### config.mk
export PLATFORM = sky130hd
export DESIGN_NAME = cpu_seq_ctrl
export DESIGN_NICKNAME = d
export VERILOG_FILES = /design/src/rtl/cpu_pkg.sv /design/src/rtl/pc_reg.sv /design/src/rtl/cpu_seq_ctrl.sv
export SDC_FILE = /design/constraint.sdc
export NUM_CORES = 1
export LEC_CHECK = 0
export ABC_AREA = 1
export BUFFER_PORTS_ARGS = -buffer_cell sky130_fd_sc_hd__buf_2
export CAP_MARGIN = 30
export CORE_MARGIN = 2
export CORE_UTILIZATION = 52
export CTS_BUF_LIST = sky130_fd_sc_hd__clkbuf_4 sky130_fd_sc_hd__clkbuf_8
export CTS_CLUSTER_DIAMETER = 120
export DETAILED_ROUTE_END_ITERATION = 7
export GPL_ROUTABILITY_DRIVEN = 0
export PLACE_DENSITY_LB_ADDON = 0.08
export SKIP_CTS_REPAIR_TIMING = 1
export SLEW_MARGIN = 40
export SYNTH_ARGS = -nofsm -noshare
export SYNTH_HDL_FRONTEND = slang
export SYNTH_SLANG_ARGS = --single-unit
### constraint.sdc
create_clock -name clk -period 3.9 [get_ports clk]
set_input_delay 0.585 -clock clk [delete_from_list [all_inputs] [get_ports clk]]
set_output_delay 0.585 -clock clk [all_outputs]
set_load 0.03 [all_outputs]
### src/rtl/cpu_pkg.sv
// Shared types, defaults and jump evaluation for the Hack-style CPU sequencer.
package cpu_pkg;

  localparam int unsigned DW_DEF = 16;
  localparam int unsigned AW_DEF = 15;
  localparam logic [AW_DEF-1:0] RESET_PC = '0;

  typedef enum logic [1:0] {
    FETCH    = 2'd0,
    DECODE   = 2'd1,
    EXEC     = 2'd2,
    MEM_WAIT = 2'd3
  } cpu_state_e;

  // Jump condition from the three j bits and the ALU flags; j=111 is unconditional.
  function automatic logic jump_taken(input logic j1, input logic j2, input logic j3,
                                      input logic zr, input logic ng);
    return (j1 & ng) | (j2 & zr) | (j3 & ~ng & ~zr);
  endfunction

endpackage

### src/rtl/pc_reg.sv
// Program counter: synchronous reset, absolute load, or wrapping increment.
module pc_reg
  import cpu_pkg::*;
#(
  parameter int unsigned AW = AW_DEF
) (
  input  logic          clk,
  input  logic          rst,
  input  logic          i_load,
  input  logic [AW-1:0] i_load_val,
  input  logic          i_inc,
  output logic [AW-1:0] o_pc
);

  logic [AW-1:0] r_pc;

  // Load wins over increment; the increment naturally wraps at 2^AW.
  always_ff @(posedge clk) begin
    if (rst) begin
      r_pc <= AW'(RESET_PC);
    end else if (i_load) begin
      r_pc <= i_load_val;
    end else if (i_inc) begin
      r_pc <= r_pc + AW'(1);
    end
  end

  assign o_pc = r_pc;

endmodule

### src/rtl/cpu_seq_ctrl.sv
// Fetch/decode/execute sequencer: owns PC and instruction register, drives
// A/D load strobes and the data-memory write handshake.
module cpu_seq_ctrl
  import cpu_pkg::*;
#(
  parameter int unsigned DW = DW_DEF,
  parameter int unsigned AW = AW_DEF
) (
  input  logic          clk,
  input  logic          rst,
  output logic          imem_req,
  output logic [AW-1:0] imem_addr,
  input  logic          imem_ack,
  input  logic [DW-1:0] imem_rdata,
  output logic [DW-1:0] instr_q,
  input  logic          instr_type,
  input  logic          cmd_d1,
  input  logic          cmd_d2,
  input  logic          cmd_d3,
  input  logic          cmd_j1,
  input  logic          cmd_j2,
  input  logic          cmd_j3,
  input  logic          alu_zr,
  input  logic          alu_ng,
  input  logic [DW-1:0] a_q,
  output logic          a_sel_imm,
  output logic          a_load,
  output logic          d_load,
  output logic          dmem_we,
  input  logic          dmem_ack,
  output logic [AW-1:0] pc,
  output logic          busy_mem
);

  cpu_state_e    r_state;
  cpu_state_e    w_next;
  logic [DW-1:0] r_instr_q;
  logic          r_imem_req;
  logic          r_a_load;
  logic          r_a_sel_imm;
  logic          r_d_load;
  logic          r_dmem_we;
  logic          r_busy_mem;

  logic          w_imem_req_nxt;
  logic          w_a_load_nxt;
  logic          w_a_sel_imm_nxt;
  logic          w_d_load_nxt;
  logic          w_dmem_we_nxt;
  logic          w_instr_load;
  logic          w_pc_load;
  logic          w_pc_inc;
  logic          w_take;
  logic [AW-1:0] w_pc;
  logic          w_unused_a_q;

  // Upper A bits beyond the PC width never reach the PC.
  assign w_unused_a_q = ^a_q;

  // A-instructions never jump, whatever their low bits look like.
  assign w_take = instr_type & jump_taken(cmd_j1, cmd_j2, cmd_j3, alu_zr, alu_ng);

  // State register.
  always_ff @(posedge clk) begin
    if (rst) begin
      r_state <= FETCH;
    end else begin
      r_state <= w_next;
    end
  end

  // Next state, register enables and next values of the registered outputs.
  always_comb begin
    w_next          = r_state;
    w_imem_req_nxt  = 1'b0;
    w_a_load_nxt    = 1'b0;
    w_a_sel_imm_nxt = 1'b0;
    w_d_load_nxt    = 1'b0;
    w_dmem_we_nxt   = 1'b0;
    w_instr_load    = 1'b0;
    w_pc_load       = 1'b0;
    w_pc_inc        = 1'b0;

    case (r_state)
      FETCH: begin
        // Only an ack against an issued request completes the fetch.
        if (r_imem_req && imem_ack) begin
          w_instr_load = 1'b1;
          w_next       = DECODE;
        end
      end
      DECODE: begin
        w_next = EXEC;
      end
      EXEC: begin
        if (w_take) begin
          w_pc_load = 1'b1;
        end else begin
          w_pc_inc = 1'b1;
        end
        w_next = (instr_type && cmd_d3) ? MEM_WAIT : FETCH;
      end
      MEM_WAIT: begin
        if (r_dmem_we && dmem_ack) begin
          w_next = FETCH;
        end
      end
      default: begin
        w_next = FETCH;
      end
    endcase

    // Outputs are registered, so they are derived from the state being entered.
    w_imem_req_nxt = (w_next == FETCH);
    w_dmem_we_nxt  = (w_next == MEM_WAIT);

    // Demux outputs are already settled from instr_q during DECODE, so the
    // EXEC strobes can be registered one cycle early.
    if (r_state == DECODE) begin
      w_a_load_nxt    = instr_type ? cmd_d1 : 1'b1;
      w_a_sel_imm_nxt = ~instr_type;
      w_d_load_nxt    = instr_type & cmd_d2;
    end
  end

  // Instruction register and registered strobes/requests.
  always_ff @(posedge clk) begin
    if (rst) begin
      r_instr_q   <= '0;
      r_imem_req  <= 1'b0;
      r_a_load    <= 1'b0;
      r_a_sel_imm <= 1'b0;
      r_d_load    <= 1'b0;
      r_dmem_we   <= 1'b0;
      r_busy_mem  <= 1'b0;
    end else begin
      if (w_instr_load) begin
        r_instr_q <= imem_rdata;
      end
      r_imem_req  <= w_imem_req_nxt;
      r_a_load    <= w_a_load_nxt;
      r_a_sel_imm <= w_a_sel_imm_nxt;
      r_d_load    <= w_d_load_nxt;
      r_dmem_we   <= w_dmem_we_nxt;
      r_busy_mem  <= w_dmem_we_nxt;
    end
  end

  pc_reg #(
    .AW (AW)
  ) u_pc_reg (
    .clk        (clk),
    .rst        (rst),
    .i_load     (w_pc_load),
    .i_load_val (a_q[AW-1:0]),
    .i_inc      (w_pc_inc),
    .o_pc       (w_pc)
  );

  assign imem_req  = r_imem_req;
  assign imem_addr = w_pc;
  assign pc        = w_pc;
  assign instr_q   = r_instr_q;
  assign a_load    = r_a_load;
  assign a_sel_imm = r_a_sel_imm;
  assign d_load    = r_d_load;
  assign dmem_we   = r_dmem_we;
  assign busy_mem  = r_busy_mem;

endmodule
======== Word-level counts from Yosys, hierarchy flattened ========
Index checks and enable logic that the tools add are counted.
word-level totals
  output and inout port bits .............. 52
  bits in registers ....................... 38
cells by class
  multiplexer cells ....................... 13
  bitwise operators ....................... 12
  reductions and logical operators ........ 7
  add/sub/neg operators ................... 1
  equality and inequality tests ........... 4
operators with widths
  operator               number
  $mux 15                2
  $add 15x1->15 const B  1
  $pmux 2 s4             1
  $mux 1                 7
  $and 1x1->1            6
  $eq 2x2->1 const B     3
  $mux 2                 3
  $logic_not 2->1        2
  $not 1->1              4
  $logic_and 1x1->1      3
  $eq 2x1->1 const B     1
  $or 1x1->1             2
  $reduce_bool 2->1      1
  $reduce_or 2->1        1

======== Longest topological paths before layout ========
Gate-level depths: netlist of run 1.
  word-level depth ........................ 9
  gate-level depth with buffers ........... 10
  gate-level depth less buffers ........... 10

======== Modules after synthesis ========
A second synthesis of run 1 with hierarchy kept.
second synthesis, totals
  cells, all modules ...................... 284
  area, all modules ....................... 2,103.3 um2
modules (own cells, without submodules)
  module        sequential area each (um2)  area an instance (um2)  instances  cells each
  cpu_seq_ctrl  460.4                       1,151.1                 1          148
  pc_reg        300.3                       952.2                   1          136

======== Least setup slack after synthesis of run 1 ========
Ideal clock, no wire load.
  kind .................................... flip-flop to flip-flop
  start ................................... reg u_pc_reg.r_pc[0], in the netlist u_pc_reg.o_pc[0]
  end ..................................... reg u_pc_reg.r_pc[10], in the netlist u_pc_reg.o_pc[10]
  arrival time ............................ 1.480 ns
  cell stages (with the launch flop) ...... 9
  setup slack ............................. 2.288 ns
  buffers on the path ..................... 0
  cells stage by stage .................... dfxtp_1 > ha_1 > nand2_1 > nor2_1 > nand2_1 > o21ai_1 > nand3_1 > nand2_1 > a21oi_1
between the ends
  word-level cells in the longest chain between the ends .. 3
ends and longest elaborated chain
  item                    RTL line      source
  start, declared         pc_reg.sv:15  logic [AW-1:0] r_pc;
  start signal, assigned  pc_reg.sv:20  r_pc <= AW'(RESET_PC);
  start signal, assigned  pc_reg.sv:22  r_pc <= i_load_val;
  start signal, assigned  pc_reg.sv:24  r_pc <= r_pc + AW'(1);
  $add 15x1->15           pc_reg.sv:24
  $mux 15                 pc_reg.sv:23  end else if (i_inc) begin
  $mux 15                 pc_reg.sv:21  end else if (i_load) begin
Every way passes these cells. The select of a mux whose other input is x is not followed.
A chain may end at the register's enable or synchronous reset.

======== Worst setup path in the final report of run 1 ========
  start ................................... in alu_ng
  end ..................................... reg u_pc_reg.r_pc[9], in the netlist u_pc_reg.o_pc[9]
between the ends
  word-level cells in the longest chain between the ends .. 8
  elaborated cells on any way between the ends .. 13
  classes of those cells .................. 5 x mux; 7 x bitwise; 1 x reduce/logical
ends and longest elaborated chain
  item                                                 RTL line            source
  start, declared                                      cpu_seq_ctrl.sv:24  input logic alu_ng,
  $not 1->1                                            cpu_pkg.sv:18       return (j1 & ng) | (j2 & zr) | (j3 & ~ng & ~zr);
  $and 1x1->1 (2 in a row)                             cpu_pkg.sv:18
  $or 1x1->1 (*)                                       cpu_pkg.sv:18
  $and 1x1->1 (*)                                      cpu_seq_ctrl.sv:61  assign w_take = instr_type & jump_taken(cmd_j1, cmd_j2, cmd_j3, alu_zr, alu_ng);
  $mux 1                                               cpu_seq_ctrl.sv:96  if (w_take) begin
  $mux 1                                               cpu_seq_ctrl.sv:84  case (r_state)
  $mux 15 / $reduce_bool 2->1 (equally long branches)  --
Mark *: on every way between the ends. The rest lies on a longest branch, timed or not.

==> metrics, run 1 <==
outcome=completed; DIE AREA=between 4000 and 5000 sq um; Worst-path clk slew=around 0.08 ns; H-tree Lvls=2; element type at the critical path end=flip-flop; buffer cell driving the clock tree root=clkbuf_8; time the worst path needs with I/O delays and setup=between 1.5 and 2 ns; Synth Cell Area=around 2100 sq um; HP Start=instr_q[3]$_SDFFE_PP0P_; post-route setup TNS=0 ns; worst IR drop on VDD=0.337 mV; number of cells in the design after placement=425; #FFs+latches synth=38; maximum count of clock buffers along a single path=2; Hold Path End=instr_q[3]$_SDFFE_PP0P_; worst hold path stage count=2; power spent charging and discharging nets=approximately 0.00026 W; Synth area leaders=dfxtp_1, nand2_1, nor2_1; setup repair after global routing missed its margin=no; category of the worst setup path launch point=input port; number of warnings issued by yosys=0; post-synthesis cell type count=25; DRC violation count after routing=0; DP Worst Slack=between 1.5 and 2 ns; first-pass GRT wire length=8020 um; vias in the first global route=1903; Final Cycle Share=47.6%; power share of the sequential group=48.9%; multi-input gate area in the final layout=~990 sq um; half-perimeter wire length after detailed placement=between 3000 and 4000 um; Post-layout nets=430; number of buffer cells added on primary ports=95; share of cells above drive strength 1=between 30% and 40%; transition time of the tightest slew-check pin=0.643 ns; pin count of the biggest net entering global routing=22; Achievable Freq=0.539 GHz; Crit Reg-Reg Endpoint=u_pc_reg.o_pc[12]$_SDFFE_PP0P_; worst slew slack as a fraction of its limit=between 50% and 60%; post-synthesis net count=between 300 and 400; internal power=approximately 0.00060 W; final worst-path setup slack=roughly 2.0 ns; Die H=66.9 um; antenna violations before repair=0; leading area contributor after synthesis=dfxtp_1; post-layout util=about 67%; average cell area after synthesis=between 6 and 7 sq um; path depth of the worst reg2reg path=8; worst-path maximum fanout=16; part of the Yosys area used for sequential elements=approximately 37%; combinational share of power=17.7%; vias per cell=5.04; global-route usage over all layers=about a quarter; insertion delay to the later sink of the worst-skew pair=0.29 ns; Final Routed Wirelength=approximately 5000 um; number of buffers created by CTS=5; signal arrival time at the worst endpoint=2.09 ns; average wire per cell in the routed design=between 10 and 15 um; I/O pin total=just under 100; clock share of power=around a third; via total after detailed routing=between 2000 and 2500; core area=about 3700 sq um; drt first pass iters=5; width of the die=66.9 um; final worst clock skew=between 0.004 and 0.005 ns; Power Density=roughly 340 nW/um^2; timing startpoint of the critical path=alu_ng; area delta synth->final=22.0%; Switching Share=about 30%; clock tree from TritonCTS=done; starting density of the core=between 50% and 60%; number of standard cells after synthesis=just over 300; WP data required=approximately 4.1 ns; area share of the largest cell type after synthesis=a little under two fifths; type of the worst min-delay path=flip-flop to flip-flop; cell row count=22; Maximum Capacitance Violations=0; count of fill cells added during filler insertion=between 300 and 400; type of the worst setup path=input port to flip-flop; leakage dissipation=1.25 nW; Final Hold Fails=0; Finished Layout Cells=433; clock net sink count=38; count of final setup violators=0; Slew Limit Fails=0; register area=roughly 760 sq um; total chip power=approximately 0.00086 W; GRT overflow=0; ANT nets after route=0; number of diodes added for antenna fixing=0; Reg-to-Reg Start=r_state[1]$_SDFF_PP0_; internal reg-to-reg setup slack=between 2 and 2.5 ns; number of design-rule violations left by the first detailed-router iteration=between 100 and 150
[cells in the mapped netlist (all sizes together)]
master / count
nand2: 61
clkinv: 1
ha: 1
nand3b: 11
dfxtp: 38
clkbuf: 6
nand3: 35
inv: 32
o21ai: 24
nor2: 57
a21oi: 14
xor2: 1
nand4: 3
buf: 22
o211ai: 3
nor3: 1
[worst max-delay path by stage]
| stage | slack (ns) | end | depth (start not counted) |
|---|---|---|---|
| final | 2.05 | u_pc_reg.o_pc[9]$_SDFFE_PP0P_ | 10 |
| after global routing | 1.82 | u_pc_reg.o_pc[9]$_SDFFE_PP0P_ | 10 |
| after CTS | 2.05 | u_pc_reg.o_pc[9]$_SDFFE_PP0P_ | 10 |
| after detailed placement | 1.75 | u_pc_reg.o_pc[9]$_SDFFE_PP0P_ | 10 |
| after global placement | 1.76 | u_pc_reg.o_pc[9]$_SDFFE_PP0P_ | 10 |
| after floorplan | 2.29 | u_pc_reg.o_pc[10]$_SDFFE_PP0P_ | 8 |
[per-stage QoR]
stage	area [sq um]	hold WS [ns]
after detailed placement	2420	0.466
final	2510	0.478
after CTS	2510	0.483
after global routing	2510	0.502
after floorplan	2060	0.569
after global placement	2420	0.456
[final cells by class]
cell class	instances	share of cell area, %
multi-input combinational	211	39.6
sequential	38	30.3
timing repair buffer	95	18.9
inverter	33	4.98
clock buffer	6	3.29
tap	48	2.39
clock inverter	2	0.498
[kinds of logic (layout without fill, tap and decap cells)]
kind of cell	Yosys count	after routing	share of synthesized area (%)
flip-flops	38	38	37.0
AND/OR/NAND/NOR	168	168	37.0
buffers and inverters	61	136	14.7
adder cells (fa/ha/maj)	1	1	0.608
XOR/XNOR	1	1	0.426
AO/OA/AOI/OAI	41	41	10.3
[routing by layer]
metal  part of all wire (%)  track usage (%)
met1                     42             26.5
met2                     50             42.1
met3                    7.4             8.61
met4                   0.66             6.12
met5                      0                0
[critical path, cell delays in order]
cell and delay [ns]:
buf_2 0.10, nor2_1 0.10, nand2_1 0.05, nand3_1 0.45, nand2_1 0.35, o21ai_1 0.16, nand2_1 0.06, nand2_1 0.06
nand2_1 0.05, nor2_1 0.10
[registers in the layout (all words and copies together) (netlist names)]
register	flops
a_load	1
busy_mem	1
a_sel_imm	1
d_load	1
instr_q	16
r_state	2
imem_req	1
u_pc_reg.o_pc	15
[power groups by stage]
stage                     logic [W]  registers, W  clock network, W
after global placement     0.000150      0.000427                 0
after global routing       0.000168      0.000421          0.000311
after CTS                  0.000152      0.000419          0.000292
after floorplan           0.0000687      0.000463                 0
after detailed placement   0.000152      0.000427                 0
final                      0.000151      0.000418          0.000286
[cells in the final DEF, fill, tap and decap left out, drive strengths merged]
master     n
ha         1
nand2     61
nor2      57
buf       95
o211ai     3
nand3     35
clkbuf     6
nand3b    11
clkinv     2
dfxtp     38
a21oi     14
nand4      3
o21ai     24
xor2       1
clkinvlp   1
inv       32
nor3       1
Note: power is estimated with default switching activity, not from simulation.
==> inputs of run 2 (changes only) <==
--- a/config.mk
+++ b/config.mk
@@ -9,7 +9,7 @@
 export BUFFER_PORTS_ARGS = -buffer_cell sky130_fd_sc_hd__buf_2
 export CAP_MARGIN = 30
 export CORE_MARGIN = 2
-export CORE_UTILIZATION = 52
+export CORE_UTILIZATION = 48
 export CTS_BUF_LIST = sky130_fd_sc_hd__clkbuf_4 sky130_fd_sc_hd__clkbuf_8
 export CTS_CLUSTER_DIAMETER = 120
 export DETAILED_ROUTE_END_ITERATION = 7
==> constraint.sdc (replaced) <==
create_clock -name clk -period 1.82 [get_ports clk]
set_input_delay 0.273 -clock clk [delete_from_list [all_inputs] [get_ports clk]]
set_output_delay 0.273 -clock clk [all_outputs]
set_load 0.03 [all_outputs]
==> metrics, run 2 (same netlist as run 1, synthesis figures left out) <==
leakage dissipation=1.30 nW (+4.3%); cell row count=23 (+4.5%); design area=2610 sq um (+3.8%); Reg-to-Reg Start=u_pc_reg.o_pc[1]$_SDFFE_PP0P_; Final Routed Wirelength=5230 um (+5.2%); final worst clock skew=0.00642 ns (+0.00168 ns); half-perimeter wire length after detailed placement=3770 um (+5.3%); clock net sink count=38 (unchanged); signal arrival time at the worst endpoint=1.73 ns (-0.36 ns); DP Worst Slack=0.282 ns (-1.47 ns); transition time of the tightest slew-check pin=0.564 ns (-0.0789 ns); top library cells by usage in the layout, fill and taps aside=buf_2, nand2_1, nor2_1, dfxtp_1, nand3_1; number of buffer cells added on primary ports=95 (unchanged); type of the worst min-delay path=input port to flip-flop; type of the worst setup path=flip-flop to flip-flop; outcome=completed; clock tree from TritonCTS=done; final worst-path setup slack=0.260 ns (-1.79 ns); number of diodes added for antenna fixing=0 (unchanged); time the worst path needs with I/O delays and setup=about 1.6 ns; timing startpoint of the critical path=u_pc_reg.o_pc[1]$_SDFFE_PP0P_; GRT overflow=0 (unchanged); DIE AREA=4830 sq um (+7.8%); vias per cell=4.91 (-2.4%); internal reg-to-reg setup slack=0.26 ns (-1.99 ns); Maximum Capacitance Violations=0 (unchanged); starting density of the core=50.7% (-4.3 points); Achievable Freq=0.641 GHz; ANT nets after route=0 (unchanged); WP data required=1.99 ns (-2.15 ns); Slew Limit Fails=0 (unchanged); most common cell after layout, fill and taps aside=buf_2; setup repair after global routing missed its margin=no; minimum hold slack=0.217 ns (-0.261 ns); drt first pass iters=4 (-1); worst IR drop on VDD=0.632 mV (+88%); number of buffers created by CTS=5 (unchanged); total chip power=0.00212 W (+150%); Final Cycle Share=approximately 86%; I/O pin total=97 (unchanged); DRC violation count after routing=0 (unchanged); antenna violations before repair=0 (unchanged); Crit Reg-Reg Endpoint=u_pc_reg.o_pc[10]$_SDFFE_PP0P_; element type at the critical path end=flip-flop; path depth of the worst reg2reg path=8 (unchanged); worst-path maximum fanout=6 (-10); maximum count of clock buffers along a single path=2 (unchanged); first-pass GRT wire length=9090 um (+13%); worst slew slack as a fraction of its limit=62.4% (+5.3 points); area delta synth->final=26.6%; Critical Path Sink=u_pc_reg.o_pc[10]$_SDFFE_PP0P_; global-route usage over all layers=22.6% (-1.0 points); category of the worst setup path launch point=flip-flop; Final Hold Fails=0 (unchanged); Worst-path clk slew=0.08 ns (about the same); Post-layout nets=436 (+1.4%); H-tree Lvls=2 (unchanged); number of design-rule violations left by the first detailed-router iteration=110 (-6.8%); Largest register FFs=16 (unchanged); width of the die=69.5 um (+3.8%); DP Area=2460 sq um (+2.0%); insertion delay to the later sink of the worst-skew pair=0.29 ns (about the same); count of final setup violators=0 (unchanged); vias in the first global route=2046 (+7.5%); via total after detailed routing=2167 (-0.64%); pin count of the biggest net entering global routing=22 (unchanged); average wire per cell in the routed design=11.8 um (+3.3%); Power Density=815 nW/um^2 (+140%); core area=4060 sq um (+8.4%); post-route setup TNS=0 ns (unchanged); Die H=69.5 um (+3.8%); buffer cell driving the clock tree root=clkbuf_8; share of cells above drive strength 1=31.2% (+1.1 points)
[run 2: changes by cell type in the layout (fill, tap and decap cells not counted), sizes merged]
cell      change
buf           +6
bufinv        +2
clkinv        -1
clkinvlp      -1
[run 2: critical path, cell delays in order, from the launching register on]
cell and delay [ns]:
dfxtp_1 0.42, ha_1 0.22, nand2_1 0.08, nor2_1 0.27
nand2_1 0.12, o21ai_1 0.13, nand3_1 0.08, nand2_1 0.07
a21oi_1 0.05
[run 2: cell type report]
cell class                      instances  area, sq um
Fill cell                             390         1450
Multi-Input combinational cell        211          995
Timing Repair Buffer                  101          520
Clock buffer                            6         82.6
Clock inverter                          2         60.1
Tap cell                               50         62.6
Inverter                               33          125
Sequential cell                        38          761
[run 2: worst min-delay path by stage]
stage	to	slack (ns)	depth (start not counted)	start
after floorplan	d_load$_SDFF_PP0_	0.40	2	cmd_d2
after global placement	instr_q[11]$_SDFFE_PP0P_	0.46	2	instr_q[11]$_SDFFE_PP0P_
after detailed placement	instr_q[11]$_SDFFE_PP0P_	0.47	2	instr_q[11]$_SDFFE_PP0P_
after CTS	d_load$_SDFF_PP0_	0.21	3	cmd_d2
after global routing	a_load$_SDFF_PP0_	0.23	3	cmd_d1
final	d_load$_SDFF_PP0_	0.22	3	cmd_d2
[run 2: through the flow]
stage               util (%)  std cells
finish                  64.2        441
global route            64.2        441
CTS                     64.2        441
detailed placement      60.7        433
global placement        60.7        433
floorplan                  -        310
[run 2: report_power, final]
| part | leakage, nW | internal [W] | switching, W | total (W) |
|---|---|---|---|---|
| clock | 0.0714 | 0.000585 | 0.000308 | 0.000893 |
| sequential | 0.309 | 0.000871 | 0.0000236 | 0.000895 |
| combinational | 0.922 | 0.000116 | 0.000219 | 0.000335 |
| total | 1.30 | 0.00157 | 0.000551 | 0.00212 |
[run 2: metal layers]
| metal | share of wire [%] | track usage [%] | up-vias | wire length, um |
|---|---|---|---|---|
| met5 | 0 | 0 | - | 0 |
| met4 | 0.75 | 5.01 | 0 | 39 |
| met3 | 6.2 | 5.23 | 4 | 323 |
| met2 | 46 | 37.1 | 69 | 2390 |
| met1 | 47 | 30.5 | 959 | 2480 |
| li1 | - | - | 1135 | - |
